--- config.mk ---
export PLATFORM = sky130hd
export DESIGN_NAME = div1_5
export DESIGN_NICKNAME = d
export VERILOG_FILES = /design/src/rtl/div1_5.sv
export SDC_FILE = /design/constraint.sdc
export NUM_CORES = 1
export LEC_CHECK = 0
export ABC_AREA = 1
export CORE_AREA = 2 2 39 41
export CTS_BUF_LIST = sky130_fd_sc_hd__clkbuf_4 sky130_fd_sc_hd__clkbuf_8 sky130_fd_sc_hd__clkbuf_16
export DETAILED_ROUTE_END_ITERATION = 10
export DIE_AREA = 0 0 41 43
export MAX_ROUTING_LAYER = met4
export PLACE_DENSITY_LB_ADDON = 0.15
export SLEW_MARGIN = 10
export SYNTH_ARGS = -nofsm -noshare
export SYNTH_HDL_FRONTEND = slang
export SYNTH_SLANG_ARGS = --single-unit
export TNS_END_PERCENT = 50
--- constraint.sdc ---
create_clock -name clk_in -period 0.8 [get_ports clk_in]
set_input_delay 0.16 -clock clk_in [delete_from_list [all_inputs] [get_ports clk_in]]
set_output_delay 0.16 -clock clk_in [all_outputs]
set_load 0.02 [all_outputs]
--- src/rtl/div1_5.sv ---
// div1_5 -- fixed divide-by-1.5 clock generator.
// Uses both edges of clk_in: a rising-edge toggle flop and a falling-edge
// toggle flop, each paced by its own mod-3 counter, are XORed into clk_out.
// clk_out is high for one clk_in half-period out of every three.
// Optional build macro DIV1_5_RST_SYNC_EN: reset still asserts
// asynchronously, but its release is delayed through a 2-flop synchronizer
// on the clk_in rising edge (first output pulse two clk_in cycles later).
module div1_5 (
  input  logic clk_in,
  input  logic rst,
  output logic clk_out
);

  logic       rst_core;
  logic [1:0] cnt_p;
  logic [1:0] cnt_n;
  logic       tog_p;
  logic       tog_n;
  logic       run;

  // Mod-3 successor; any illegal code falls back to 0.
  function automatic logic [1:0] next_cnt(input logic [1:0] c);
    case (c)
      2'd0:    next_cnt = 2'd1;
      2'd1:    next_cnt = 2'd2;
      default: next_cnt = 2'd0;
    endcase
  endfunction

`ifdef DIV1_5_RST_SYNC_EN
  logic [1:0] rst_sync;

  // Reset synchronizer: asserts at once, releases after two rising edges.
  always_ff @(posedge clk_in or posedge rst) begin
    if (rst) rst_sync <= 2'b11;
    else     rst_sync <= {rst_sync[0], 1'b0};
  end

  assign rst_core = rst_sync[1];
`else
  assign rst_core = rst;
`endif

  // Rising-edge side: toggles at P0, P2 of every 3-cycle group (count 0 and 2).
  // run marks that P0 has happened, so the falling side starts at N0.
  always_ff @(posedge clk_in or posedge rst_core) begin
    if (rst_core) begin
      cnt_p <= 2'd0;
      tog_p <= 1'b0;
      run   <= 1'b0;
    end else begin
      run   <= 1'b1;
      if (cnt_p == 2'd0 || cnt_p == 2'd2) tog_p <= ~tog_p;
      cnt_p <= next_cnt(cnt_p);
    end
  end

  // Falling-edge side: toggles at N0, N1 of every group (count 0 and 1),
  // idle until the first rising edge after reset release.
  always_ff @(negedge clk_in or posedge rst_core) begin
    if (rst_core) begin
      cnt_n <= 2'd0;
      tog_n <= 1'b0;
    end else if (run) begin
      if (cnt_n == 2'd0 || cnt_n == 2'd1) tog_n <= ~tog_n;
      cnt_n <= next_cnt(cnt_n);
    end
  end

  // Two flops never change on the same edge, so the XOR cannot glitch.
  // Edge sequence: rise P0, fall N0, rise N1, fall P2, repeat.
  assign clk_out = tog_p ^ tog_n;

endmodule

==> results <==
-- power by group --
group | total, mW | internal (mW) | switching [mW]
Sequential | 0.489 | 0.427 | 0.0615
Clock | 0.352 | 0.224 | 0.128
Combinational | 0.320 | 0.180 | 0.140
Total | 1.16 | 0.831 | 0.330
-- worst max path at each step --
stage                          to  slack [ps]  cells past startpoint
final                     clk_out        -740                      2
after global routing      clk_out        -790                      2
after CTS                 clk_out        -760                      2
after detailed placement  clk_out        -930                      2
after global placement    clk_out        -920                      2
after floorplan           clk_out        -460                      1
-- repair_timing --
item	4_1_cts	5_1_grt
buffers inserted	0	1
hold buffers	0	0
gates resized for setup	5	4
pin swaps	2	4
endpoints found under the setup margin	4	5
-- flip-flops by register name, indices dropped and copies added (netlist names) --
register  flops
cnt_n         2
cnt_p         2
run           1
tog_n         1
tog_p         1
-- layout by cell type (no fill, tap or decap) --
cell type	netlist	routed
clkdlybuf4s50_1	0	1
dfrtn_1	3	3
inv_2	1	2
nand2_1	8	8
xnor2_2	0	1
conb_1	1	1
xor2_2	0	1
clkbuf_4	0	4
buf_6	0	2
inv_1	4	3
nor2_1	3	3
buf_4	0	4
nand3_1	2	2
dfrtp_1	4	4
-- routing by layer --
layer	global-route usage	up-vias	routed length, um
li1	-	101	-
met1	0.0861	87	203
met2	0.0625	3	167
met3	0.0314	2	21
met4	0.100	0	7
met5	-	-	0
-- critical path, delay by kind of cell (launching register included) --
kind      cells  cell delay [ps]
xor+xnor      1              150
buf+inv       1              130
flops         1              450
-- cell families after synthesis --
kind of cell	share of synthesized area
XOR/XNOR	0.0657
flip-flops	0.657
AND/OR/NAND/NOR	0.192
buffers and inverters	0.0704
other	0.0141
-- metrics by stage --
| stage | area, sq um | setup TNS [ps] | cells | hold slack [ps] |
|---|---|---|---|---|
| after global routing | 394 | -1870 | 55 | 352 |
| after global placement | 344 | -2040 | 50 | 407 |
| final | 394 | -1690 | 55 | 286 |
| after detailed placement | 344 | -2150 | 50 | 417 |
| after CTS | 372 | -1730 | 54 | 294 |
| after floorplan | 274 | -1270 | 28 | -36.7 |
-- layout make-up --
cell class	count	area, sq um	area share
multi-input combinational	16	87.6	0.222
tap	16	20.0	0.0508
sequential	7	175	0.444
clock buffer	4	30.0	0.0762
inverter	5	18.8	0.0476
timing repair buffer	7	62.6	0.159
==> qor.csv <==
stage,metric,value,unit
outcome,status,finished with violations,
outcome,violated checks,negative setup slack,
setup_path,capturing element type of the critical path,output pin,
timing,Post-Route Skew,14.4,ps
pwr,largest voltage drop on the vdd net,714,uV
synthesis,Avg Inst Size Synth,9.52,sq um
finish,total of fill cells in the finished design,150,
global_route,remaining global-route overflow,0,
worst_hold_path,Hold Crit Class,primary input to async pin,
synthesis,sequential share of the synthesized area,0.657,
timing,setup repair after global routing missed its margin,true,
pwr,power consumption,1.16,mW
synthesis,"EDFF count, synth",0,
placed_design,port bufs,2,
setup_path,largest driver fanout on the critical path,2,
setup_path,type of element launching the critical path,flop,
drt,Via density,3.51,
placed_design,worst setup timing slack at the placement stage,-929,ps
placed_design,weighted congestion at the end of routability-driven global placement,0.610,
placed_design,half-perimeter wire length after placement,303,um
synthesis,dominant cells by area after synthesis,"dfrtp_1 (38%), dfrtn_1 (28%), nand2_1 (11%)",
synthesis,area share of the leading cell type in the synthesized netlist,0.376,
setup_path,data arrival at the endpoint of the critical path,1380,ps
setup_path,"Largest stage delay, worst path",450,ps
synthesis,top cell type by total area after synthesis,dfrtp_1,
cts,worst-case clock buffer depth,2,
pwr,total power divided by cell area,2950,nW/um^2
drt,total vias in the final route,193,
timing,Final Max Tran Viols,0,
global_route,first-pass GRT wire length,696,um
synthesis,top cells by instance count after synthesis,"nand2_1 (8), dfrtp_1 (4), inv_1 (4)",
cts,clk sinks,7,
synthesis,Post-synth ARST share,1.00,
drt,iteration count of the initial detailed-routing pass,4,
synthesis,Yosys reg bits,7,
timing,final setup slack of the worst path,-744,ps
synthesis,count of synthesis-stage warnings from yosys,0,
finish,Nets,42,
floorplan,number of top-level design ports,3,
finish,number of antenna repair diodes,0,
cts,insertion delay of the later-clocked pin in the worst-skew pair,260,ps
cts,clock buffer count from CTS,3,
cts,number of levels in the clock H-tree,1,
drt,total wire length,399,um
cts,TritonCTS clock tree,done,
setup_path,crit path max-delay cell type,dfrtn_1,
setup_path,crit path from,tog_n$_DFFE_NP0P_,
finish,Final Util,0.285,
floorplan,vertical die dimension,43,um
global_route,gr usage total,0.0696,
synthesis,post-synthesis instance area,267,sq um
drt,Routed wire per std cell,7.25,um
synthesis,"Top FF cell, synth",dfrtp_1,
synthesis,post-synthesis net count,30,
setup_path,Worst R2R End,tog_n$_DFFE_NP0P_,
global_route,initial antenna violation count,0,
floorplan,overall die area,1760,sq um
setup_path,Register-to-Register Setup Slack,-330,ps
setup_path,source of the worst register-to-register timing path,run$_DFF_PP0_,
floorplan,# rows,14,
setup_path,required time of the worst setup path,640,ps
setup_path,cell chain of the critical path,xor2_2 > buf_6,
floorplan,placeable core region,1380,sq um
floorplan,Initial Utilization,0.193,
drt,detailed router's first-iteration violation count,2,
finish,share of post-route cells with drive strength above 1,0.359,
job,Maximum Capacitance Violations,0,
synthesis,distinct cell type count after synthesis,10,
synthesis,most frequently used cell type in the post-synthesis netlist,nand2_1,
global_route,number of global-route vias before repair,176,
drt,number of DRC violations after detailed routing,0,
finish,post-synthesis to final-layout area growth,47.9,%
cts,cell at the root of the clock tree,clkbuf_4,
floorplan,Horiz. Die Dim,41,um
cts,clock edge transition at the registers on the reported setup and hold paths,50,ps
setup_path,worst reg-to-reg path cell count,3,
global_route,maximum number of pins on one net before global-route repair,6,
timing,"Hold Vio Cnt, Final",0,
setup_path,critical setup path kind,flop to output pin,
timing,count of final setup violators,4,
synthesis,number of cells produced by synthesis,28,
drt,remaining antenna violation count after routing,0,
pwr,Static Leak,0.211,nW
(Power assumes the default switching activity.)
